**src/rtl/sdram_multi_arbiter.sv**
```systemverilog
`default_nettype none
// ---------------------------------------------------------------------------
// sdram_multi_arbiter : shares one SDRAM command/data bus among an init
// sequencer, a refresh engine and NUM_CH client channels.   rev 1.0
// ---------------------------------------------------------------------------
module sdram_multi_arbiter #(
  parameter int NUM_CH       = 3,
  parameter int DATA_WIDTH   = 16,
  parameter int ADDR_WIDTH   = 12,
  parameter int BANK_WIDTH   = 2,
  parameter int ARB_MODE     = 1,
  parameter int STARVE_LIMIT = 64
) (
  input  logic                         Sys_clk,
  input  logic                         Rst,
  input  logic                         INIT_DONE,
  input  logic [3:0]                   COMMAND_INIT,
  input  logic [ADDR_WIDTH-1:0]        INIT_A_ADDR,
  input  logic [BANK_WIDTH-1:0]        INIT_BANK_ADDR,
  input  logic                         ARF_req,
  input  logic                         REF_DONE,
  input  logic [3:0]                   COMMAND_REF,
  input  logic [ADDR_WIDTH-1:0]        ARF_A_ADDR,
  input  logic [BANK_WIDTH-1:0]        ARF_BANK_ADDR,
  output logic                         ARF_access,
  input  logic [NUM_CH-1:0]            ch_req,
  input  logic [NUM_CH-1:0]            ch_done,
  input  logic [NUM_CH-1:0]            ch_break,
  input  logic [NUM_CH-1:0]            ch_dq_oe,
  input  logic [4*NUM_CH-1:0]          ch_cmd,
  input  logic [ADDR_WIDTH*NUM_CH-1:0] ch_a_addr,
  input  logic [BANK_WIDTH*NUM_CH-1:0] ch_bank,
  input  logic [DATA_WIDTH*NUM_CH-1:0] ch_wr_dq,
  output logic [NUM_CH-1:0]            ch_grant,
  output logic                         SDRAM_CS_N,
  output logic                         SDRAM_RAS_N,
  output logic                         SDRAM_CAS_N,
  output logic                         SDRAM_WE_N,
  output logic [ADDR_WIDTH-1:0]        SDRAM_A_ADDR,
  output logic [BANK_WIDTH-1:0]        SDRAM_BANK_ADDR,
  output logic [DATA_WIDTH-1:0]        SDRAM_DQ_O,
  output logic                         SDRAM_DQ_OE,
  input  logic [DATA_WIDTH-1:0]        SDRAM_DQ_I,
  output logic [DATA_WIDTH-1:0]        READ_SDRAM_DQ,
  output logic [NUM_CH-1:0]            active_ch,
  output logic                         busy
);

  localparam int SEL_W = (NUM_CH > 1) ? $clog2(NUM_CH) : 1;
  localparam int CNT_W = (STARVE_LIMIT > 0) ? $clog2(STARVE_LIMIT + 1) : 1;
  localparam logic [CNT_W-1:0] CNT_MAX = CNT_W'(STARVE_LIMIT);
  localparam logic [3:0] CMD_NOP = 4'b0111;

  typedef enum logic [2:0] {
    ST_IDLE  = 3'd0,
    ST_INIT  = 3'd1,
    ST_ARB   = 3'd2,
    ST_ARF   = 3'd3,
    ST_SERVE = 3'd4
  } state_t;

  state_t             state, state_nxt;
  logic [SEL_W-1:0]   sel, rr_ptr, pick;
  logic               ch_win;
  logic               decide;
  logic [NUM_CH-1:0]  urgent;
  logic [3:0]         cmd;

  // Winner search: descending loops let the first match in search order win.
  always_comb begin
    pick   = '0;
    ch_win = 1'b0;
    if (ARB_MODE == 1) begin
      for (int k = NUM_CH - 1; k >= 0; k--) begin
        if (ch_req[(int'(rr_ptr) + 1 + k) % NUM_CH]) begin
          pick   = SEL_W'((int'(rr_ptr) + 1 + k) % NUM_CH);
          ch_win = 1'b1;
        end
      end
    end else begin
      for (int i = NUM_CH - 1; i >= 0; i--) begin
        if (ch_req[i]) begin
          pick   = SEL_W'(i);
          ch_win = 1'b1;
        end
      end
    end
    for (int i = NUM_CH - 1; i >= 0; i--) begin
      if (urgent[i]) begin
        pick   = SEL_W'(i);
        ch_win = 1'b1;
      end
    end
  end

  assign decide     = (state == ST_ARB) && !Rst;
  assign ARF_access = decide && ARF_req;
  assign ch_grant   = (decide && !ARF_req && ch_win) ? (NUM_CH'(1) << pick) : '0;

  always_comb begin
    state_nxt = state;
    case (state)
      ST_IDLE:  state_nxt = ST_INIT;
      ST_INIT:  if (INIT_DONE) state_nxt = ST_ARB;
      ST_ARB: begin
        if (ARF_req)     state_nxt = ST_ARF;
        else if (ch_win) state_nxt = ST_SERVE;
      end
      ST_ARF:   if (REF_DONE) state_nxt = ST_ARB;
      ST_SERVE: if (ch_done[sel] || ch_break[sel]) state_nxt = ST_ARB;
      default:  state_nxt = ST_IDLE;
    endcase
  end

  always_ff @(posedge Sys_clk) begin
    if (Rst) begin
      state         <= ST_IDLE;
      sel           <= '0;
      rr_ptr        <= SEL_W'(NUM_CH - 1);
      READ_SDRAM_DQ <= '0;
    end else begin
      state         <= state_nxt;
      READ_SDRAM_DQ <= SDRAM_DQ_I;
      if (|ch_grant) begin
        sel    <= pick;
        rr_ptr <= pick;
      end
    end
  end

  // Per-channel wait counters; the channel being served does not age.
  for (genvar i = 0; i < NUM_CH; i++) begin : g_wait
    logic [CNT_W-1:0] cnt;
    logic             served;
    logic             aging;
    assign served = (state == ST_SERVE) && (sel == SEL_W'(i));
    assign aging  = (state == ST_ARB) || (state == ST_ARF) || (state == ST_SERVE);
    always_ff @(posedge Sys_clk) begin
      if (Rst || !ch_req[i] || ch_grant[i])
        cnt <= '0;
      else if (aging && !served && (cnt != CNT_MAX))
        cnt <= cnt + 1'b1;
    end
    assign urgent[i] = (STARVE_LIMIT != 0) && (cnt == CNT_MAX) && ch_req[i];
  end

  always_comb begin
    cmd             = CMD_NOP;
    SDRAM_A_ADDR    = '0;
    SDRAM_BANK_ADDR = '0;
    SDRAM_DQ_O      = '0;
    SDRAM_DQ_OE     = 1'b0;
    active_ch       = '0;
    case (state)
      ST_INIT: begin
        cmd             = COMMAND_INIT;
        SDRAM_A_ADDR    = INIT_A_ADDR;
        SDRAM_BANK_ADDR = INIT_BANK_ADDR;
      end
      ST_ARF: begin
        cmd             = COMMAND_REF;
        SDRAM_A_ADDR    = ARF_A_ADDR;
        SDRAM_BANK_ADDR = ARF_BANK_ADDR;
      end
      ST_SERVE: begin
        cmd             = ch_cmd[sel*4 +: 4];
        SDRAM_A_ADDR    = ch_a_addr[sel*ADDR_WIDTH +: ADDR_WIDTH];
        SDRAM_BANK_ADDR = ch_bank[sel*BANK_WIDTH +: BANK_WIDTH];
        SDRAM_DQ_O      = ch_wr_dq[sel*DATA_WIDTH +: DATA_WIDTH];
        SDRAM_DQ_OE     = ch_dq_oe[sel];
        active_ch       = NUM_CH'(1) << sel;
      end
      default: ;
    endcase
  end

  assign {SDRAM_CS_N, SDRAM_RAS_N, SDRAM_CAS_N, SDRAM_WE_N} = cmd;
  assign busy = (state != ST_ARB);

endmodule
`default_nettype wire
```
**config.mk**
```make
export PLATFORM = sky130hd
export DESIGN_NAME = sdram_multi_arbiter
export DESIGN_NICKNAME = d
export VERILOG_FILES = /design/src/rtl/sdram_multi_arbiter.sv
export SDC_FILE = /design/constraint.sdc
export NUM_CORES = 1
export LEC_CHECK = 0
export ABC_AREA = 1
export ABC_CLOCK_PERIOD_IN_PS = 2580
export CORE_ASPECT_RATIO = 0.5
export CORE_MARGIN = 2
export CORE_UTILIZATION = 35
export DETAILED_ROUTE_END_ITERATION = 10
export GPL_TIMING_DRIVEN = 0
export PLACE_DENSITY = 0.84
export RECOVER_POWER = 25
export SLEW_MARGIN = 20
export SYNTH_ARGS = -nofsm -noshare
export SYNTH_HDL_FRONTEND = slang
export SYNTH_SLANG_ARGS = --single-unit
```
**constraint.sdc**
```tcl
create_clock -name Sys_clk -period 2.58 [get_ports Sys_clk]
set_clock_uncertainty 0.15 [all_clocks]
set_input_delay 0.516 -clock Sys_clk [delete_from_list [all_inputs] [get_ports Sys_clk]]
set_output_delay 0.516 -clock Sys_clk [all_outputs]
set_load 0.05 [all_outputs]
```
# Yosys cells after proc, flatten, opt, wreduce, memory -nomap -nowiden
# Index checks and enable logic that the tools add are counted.
[op_classes] mul=1 bitwise=0 div=3 order_cmp=4 eq_ne=17 shift=6 mux=40 n_reduce_logical=37 n_addsub=6
[op_table] operator="less-than comparator 32 x 4 -> 1 bit (second input constant)" n=3
[op_table] operator="modulo 32 x 3 -> 32 bit (second input constant)" n=3
[op_table] operator="variable part select 48 x 7 -> 16 bit" n=1
[op_table] operator="one-hot mux 12 bit (3 select lines)" n=1
[op_table] operator="variable part select 36 x 7 -> 12 bit" n=1
[op_table] operator="adder 32 x 2 -> 32 bit (second input constant)" n=1
[op_table] operator="adder 32 x 3 -> 32 bit (second input constant)" n=1
[op_table] operator="adder 7 x 1 -> 7 bit (second input constant)" n=3
[op_table] operator="equality test 7 bit (second input constant)" n=3
[op_table] operator="2-to-1 mux 3 bit" n=7
[op_table] operator="inequality test 7 bit (second input constant)" n=3
[op_table] operator="logical AND 1 bit" n=16
[op_table] operator="2-to-1 mux 1 bit" n=16
[op_table] operator="2-to-1 mux 16 bit" n=1
[op_table] operator="one-hot mux 3 bit (5 select lines)" n=1
[op_table] operator="binary-select mux 1 bit (select 2 bit)" n=6
[op_table] operator="2-to-1 mux 2 bit" n=6
[op_table] operator="one-hot mux 4 bit (3 select lines)" n=1
[op_table] operator="variable part select 12 x 5 -> 4 bit" n=1
[op_table] operator="logical OR 1 bit" n=9
[op_table] operator="zero test 1 bit" n=8
[op_table] operator="equality test 3 x 2 -> 1 bit (second input constant)" n=2
[op_table] operator="inequality test 2 bit (second input constant)" n=3
[op_table] operator="one-hot mux 2 bit (3 select lines)" n=1
[op_table] operator="other kinds (15)" n=16
[word_totals] elab_cells=121 latch_bits=0 out_inout_bits=59 mem_bits_ro=0 ramBits=0 memories=0 inputBits=171 register_bits=44

# Depth between registers and ports, before layout
# Gate-level depths: netlist of the first run.
[depth] ltp_word=15 mapped_depth=16 depth_no_buf=16

# Worst setup path after synthesis of the first run
# Ideal clock, no wire load.
[synth_timing] kind="reg-to-output" startpoint="register state[1]" endpoint="output SDRAM_A_ADDR[1]" required_time_ns=1.914 path_buffers=2 path_slack_ns=-0.187 stages_incl_launch_ff=10 t_arrival_ns=2.101 path_cell_list="dfxtp_1 -> inv_2 -> nand3_4 -> inv_2 -> buf_6 -> nand2_2 -> inv_2 -> clkbuf_1 -> nand2_1 -> nand4_1"
[synth_between] elab_chain_cells=2 word_cells_on_any_way=4 cone_classes="eq/ne (3); mux (1)"
[synth_lines] item="start, declared" line_no="62" source="state_t state, state_nxt;"
[synth_lines] item="start signal, assigned" line_no="122" source="state <= state_nxt;"
[synth_lines] item="equality test 3 bit, or another cell as far along" line_no="154" source="case (state)"
[synth_lines] item="one-hot mux 12 bit (3 select lines) *" line_no="154"
[synth_lines] item="end, declared" line_no="39" source="output logic [ADDR_WIDTH-1:0] SDRAM_A_ADDR,"
# Every way passes the cells marked *; elsewhere a longest branch is shown, timed or not.

==> results of run 1 <==
[metrics by stage]
step | TNS (ps) | util | hold slack (ps)
detailed placement | -26080 | 0.640 | 353
floorplan | 0 | - | 304
CTS | -134 | 0.678 | 362
global placement | -25080 | 0.640 | 318
global route | -3180 | 0.688 | 372
finish | -699 | 0.688 | 344
[cell type report]
| cell class | count | area [um2] | share of cell area |
|---|---|---|---|
| repair buffers | 256 | 2400 | 0.399 |
| multi-input cells | 389 | 2010 | 0.334 |
| clock buffers | 6 | 129 | 0.0214 |
| well taps | 117 | 146 | 0.0243 |
| inverters | 86 | 330 | 0.0549 |
| plain buffers | 16 | 115 | 0.0191 |
| flip-flops and latches | 43 | 868 | 0.144 |
| clock inverters | 2 | 12.5 | 0.00208 |
[worst reg2reg max path: cells and delay by family (launching register included)]
kind	cells	cell delay (ps)
DFF	1	350
adders and majority gates	1	190
buffers and inverters	10	1120
AOI/OAI and AO/OA	1	60
and+or+nand+nor	6	720
[cells by family after synthesis]
kind of cell	share of synthesized area
AO/OA/AOI/OAI	0.0837
flip-flops	0.273
adder cells (fa/ha/maj)	0.0397
buffers and inverters	0.126
XOR/XNOR	0.0444
AND/OR/NAND/NOR	0.430
multiplexers	0.00357
[power breakdown]
part,total (mW),internal [mW],switching (mW)
Clock,0.623,0.357,0.266
Sequential,0.707,0.690,0.0176
Combinational,1.03,0.471,0.558
[sequential cells by signal, indices dropped and copies added (netlist names)]
name / count
sel: 2
state: 3
READ_SDRAM_DQ: 16
rr_ptr: 1
g_wait.cnt: 21
[cells in the final DEF, fill, tap and decap left out, drive strengths merged, types with 3 or more instances in the layout]
master and n:
a22oi 13, nand3 52, dlygate4sd2 4, clkdlybuf4s50 183
a21oi 8, a221oi 3, inv 85, o21ai 8
buf 71, nor2 72, nand2 181, dfxtp 43
xnor2 6, ha 10, clkbuf 20, xor2 10
nand4 15
[worst paths after layout]
path / startpoint / end / slack, ps
setup / recovery: sel[0] / ch_grant[0] / -200
hold / removal: state[0] / state[0] / 340
setup reg to reg: g_wait[0].cnt[0] / state[2] / -130
hold reg to reg: state[0] / state[0] / 340
[metal layers]
metal / global-route usage / vias to the layer above
met1: 0.325 / 2012
met3: 0.0393 / 65
li1: - / 2193
met5: 0 / -
met4: 0.0737 / 0
met2: 0.491 / 232
[timing repair]
| item | in CTS | in global routing |
|---|---|---|
| pin swaps | 10 | 8 |
| setup endpoints to repair | 42 | 37 |
| gates cloned | 1 | 0 |
| buffers inserted | 25 | 2 |
| resized for setup | 272 | 45 |
==> run summary, run 1 <==
First-pass GRT wire length - 21200 um
Total wire length - 14200 um
DR iter-0 viols - 348
Min-delay worst type - reg -> reg
Detail Placement HPWL - 9830 um
Met2 WL post-DR - 7030 um
Worst Hold Path Cells - 2
I/O pin total - 230
Drt drc - 0
Status - finished with violations
Nets - 978
Port Buf Inserts - 228
Reg clk slew, reported paths - 60 ps
Highest metal used - met4
WP depth - 16
Worst skew pair latency - 290 ps
Non-Filler Instances - 915
Max-Cap Viols - 0
Number of synthesized flops with an enable pin - 0
Die extent in y - 71.1 um
RSZ-0062 raised after global routing - true
Routability cong. - 0.967
Total global routing overflow - 0
CP delay by family, top - simple AND/OR/NAND/NOR gates
Mapped cell area - 0.00316 mm2
Minimum clock period - 2780 ps
Worst Path Class, Setup - reg -> out
Critical Path, Cell by Cell - inv_4 > ha_4 > inv_4 > nand2_2 > nand2_1 > nand2_1 > nand2_2 > inv_2 > nand3_2 > nand2_1 > nand2_1 > nand2_2 > nand2_2 > nand2_2 > inv_2 > buf_8
DR vias - 4502
Period utilisation layout - 1.08
Total power - 2.36 mW
Starting Density - 0.361
Post-synth ARST share - 0
CP dominant cell by count - nand2_2
Leading area contributor after synthesis - dfxtp_1
Post-layout worst setup margin - -196 ps
Cell variety after synth - 34
LEAKAGE - 2.80 nW
Synthesis-stage register bit count - 43
Synth top area share - 0.273
Commonest cells post-synth - nand2_1, inv_1, nor2_1
Slew HR - 0.628
Vias in the first global route - 4269
Final instance area - 0.00601 mm2
Endpoints failing setup - 9
Slowest CP cell - dfxtp_4
Highest clock rate - 0.360 GHz
CTS tree - yes
Wire length on met3 - 923 um
Area grow syn2layout - 90.5%
Crit-path max FO - 4
Violated checks - setup timing
R2R depth - 18
Num CTS Buffers - 5
Wire per inst - 15.5 um
Initial antenna violation count - 0
Worst setup SP type - flop
GRT Overall Usage - 0.265
Synth Instances - 535
Area after DPL - 0.00560 mm2
TritonRoute pass-1 iters - 6
Slew of the pin with the lowest slew margin - 557 ps
Ant. Diodes - 0
Critical path arrival - 2110 ps
Slowest stage delay, CP - 400 ps
Fill cells - 737
Crit path required time - 1910 ps
Syn nets - 716
Share of cells above drive strength 1 - 0.175
Mean Syn Cell Area - 5.90 um2
Num Clock Sinks - 43
Die width - 138 um
Total placed cells including tap cells - 880
PD cells - 393 mW/mm2
DRT antenna net count - 0
Yosys warns - 0
CTS Hold Bufs - 0
Crit path buffers/inverters - 5
Core Rows - 24
Max VDD drop - 0.273 mV
Core area - 0.00874 mm2
Seq/Total Area, Yosys - 0.273
CTS root buffer - clkbuf_16
Dpl ws - -964 ps
H-tree depth - 2
Final Hold Violating Endpoints - 0
Max Root-Sink Buffers - 2
M1 WL - 5740 um
Crit. End Element - output pin
Largest net degree at the start of global routing - 14
Die area - 0.00984 mm2
Main synth FF type - dfxtp_1
Largest cells by area after synthesis - dfxtp_1, nand2_1, inv_1
Count leader, synth - nand2_1
Slew Limit Fails - 0
Vias per inst - 4.92
(Power assumes the default switching activity.)
==> run 2, diff against run 1 <==
Settings changed: ABC_CLOCK_PERIOD_IN_PS 2580 to 2300, CORE_UTILIZATION 35 to 32, PLACE_DENSITY 0.84 to 0.81.
Clock period 2.58 ns to 2.3 ns, I/O delays scaled along.
==> run 2 against run 1 <==
First-iteration DRC count down 20%. Via count up 6.3%. Critical path type unchanged. Largest cell class unchanged. Global-route usage down 2.2 points. Register-to-register slack better by 90 ps. Critical endpoint unchanged. The flow still finishes with violations (setup timing).
==> run summary, run 2 (same netlist as run 1, synthesis figures left out) <==
Status - finished with violations
Violated checks - setup timing
Total power - 2.95 mW (+25%)
Worst Path Class, Setup - reg -> out
Wire per inst - 17.3 um (+12%)
LEAKAGE - 3.38 nW (+21%)
Register area - 876 um2 (+0.86%)
Max-Cap Viols - 0 (unchanged)
Core Rows - 25 (+4.2%)
Worst setup SP type - flop
Die width - 144 um (+4.5%)
Top Registers - g_wait.cnt x21, READ_SDRAM_DQ x16, state x3
Post-layout worst setup margin - -460 ps (-265 ps)
Final Hold Violating Endpoints - 0 (unchanged)
Share of cells above drive strength 1 - 0.296 (+0.121)
Min-delay worst type - reg -> reg
Max FFs per register - 21 (unchanged)
DR vias - 4784 (+6.3%)
Highest clock rate - 0.362 GHz
RSZ-0062 raised after global routing - true
Commonest non-fill, non-tap cells in the layout - clkdlybuf4s50_1, nand2_1, inv_1
Die extent in y - 74.2 um (+4.3%)
TritonRoute pass-1 iters - 7 (+1)
Total placed cells including tap cells - 898 (+2.0%)
Largest Register - g_wait.cnt
Num CTS Buffers - 5 (unchanged)
Minimum clock period - 2760 ps
DRT antenna net count - 0 (unchanged)
Starting Density - 0.332 (-0.0293)
Non-Filler Instances - 962 (+5.1%)
Crit-path max FO - 4 (unchanged)
Hold WS - 341 ps (-2.87 ps)
Crit path required time - 1690 ps (-220 ps)
Area of the multi-input gates - 0.00244 mm2 (+21%)
Slew of the pin with the lowest slew margin - 573 ps (+16.1 ps)
H-tree depth - 2 (unchanged)
Drt drc - 0 (unchanged)
Slew Limit Fails - 0 (unchanged)
Num Clock Sinks - 43 (unchanged)
Commonest non-fill, non-tap cell in the layout - clkdlybuf4s50_1
GRT Overall Usage - 0.243 (-0.0220)
I/O pin total - 230 (unchanged)
Largest net degree at the start of global routing - 14 (unchanged)
Period utilisation layout - 1.20
Vias in the first global route - 4314 (+1.1%)
First-pass GRT wire length - 20500 um (-3.4%)
Crit. End Element - output pin
Ant. Diodes - 0 (unchanged)
Reg clk slew, reported paths - 70 ps (about the same)
Total global routing overflow - 0 (unchanged)
Endpoints failing setup - 39 (+30)
CTS Hold Bufs - 0 (unchanged)
Area grow syn2layout - 126%
Nets - 1007 (+3.0%)
Vias per inst - 4.97 (+1.1%)
Fill cells - 635 (-14%)
Max VDD drop - 0.358 mV (+31%)
PD cells - 413 mW/mm2 (+5.2%)
Worst skew pair latency - 300 ps (about the same)
Port Buf Inserts - 228 (unchanged)
Critical path arrival - 2150 ps (+40 ps)
Routability cong. - 0.860 (-11%)
Core area - 0.00951 mm2 (+8.8%)
Die area - 0.0107 mm2 (+9.0%)
Slew HR - 0.617 (-0.0108)
Detail Placement HPWL - 10300 um (+4.9%)
CTS root buffer - clkbuf_16
Total wire length - 16600 um (+17%)
Max Root-Sink Buffers - 2 (unchanged)
DR iter-0 viols - 279 (-20%)
Initial antenna violation count - 0 (unchanged)
CTS tree - yes
run 2: final timing paths:
check                     end     start  cells past startpoint  slack, ps
setup / recovery  ch_grant[0]    sel[0]                     14       -460
hold / removal       state[0]  state[0]                      2        340
setup reg to reg       sel[0]    sel[0]                     14        -40
hold reg to reg      state[0]  state[0]                      2        340
run 2: layer usage:
metal  global-route usage  part of all wire
met3               0.0341             0.080
met5                    0                 0
met4                0.107             0.042
met2                0.469              0.51
met1                0.273              0.37
run 2: layout make-up:
type | count | share of cell area
Sequential cell | 43 | 0.123
Multi-Input combinational cell | 389 | 0.342
Clock inverter | 2 | 0.00491
Buffer | 16 | 0.0251
Inverter | 86 | 0.0514
Timing Repair inverter | 1 | 0.000877
Tap cell | 135 | 0.0237
Timing Repair Buffer | 284 | 0.410
Clock buffer | 6 | 0.0195
run 2: timing repair:
action	CTS	global route
buffers inserted	25	33
resized for setup	285	235
cloned	0	7
pin swaps	9	55
endpoints found under the setup margin	43	64
run 2: where the power goes:
part | total, mW | internal (mW) | switching, mW | leakage, nW
Clock | 0.852 | 0.540 | 0.311 | 0.0868
Sequential | 0.796 | 0.773 | 0.0227 | 0.354
Combinational | 1.30 | 0.601 | 0.697 | 2.93
run 2: through the flow:
| step | setup slack (ps) | setup TNS [ps] | cell area, um2 | util |
|---|---|---|---|---|
| after floorplan | -31.2 | -47.1 | 3230 | - |
| after global placement | -1080 | -34490 | 5680 | 0.598 |
| after detailed placement | -1100 | -36060 | 5680 | 0.598 |
| after CTS | -318 | -5850 | 6100 | 0.641 |
| after global routing | -505 | -8510 | 7130 | 0.750 |
| final | -460 | -5960 | 7130 | 0.750 |
run 2: worst max-delay path: stages (launching register included):
cell,delay [ps]
dfxtp_4,390
inv_4,50
ha_4,250
inv_4,70
nand3_1,150
nand2_2,140
nand2_1,70
nand3_1,80
nand2_1,50
nand2_1,80
nand2_2,100
nand2_1,100
nand2_2,80
inv_1,80
buf_6,150
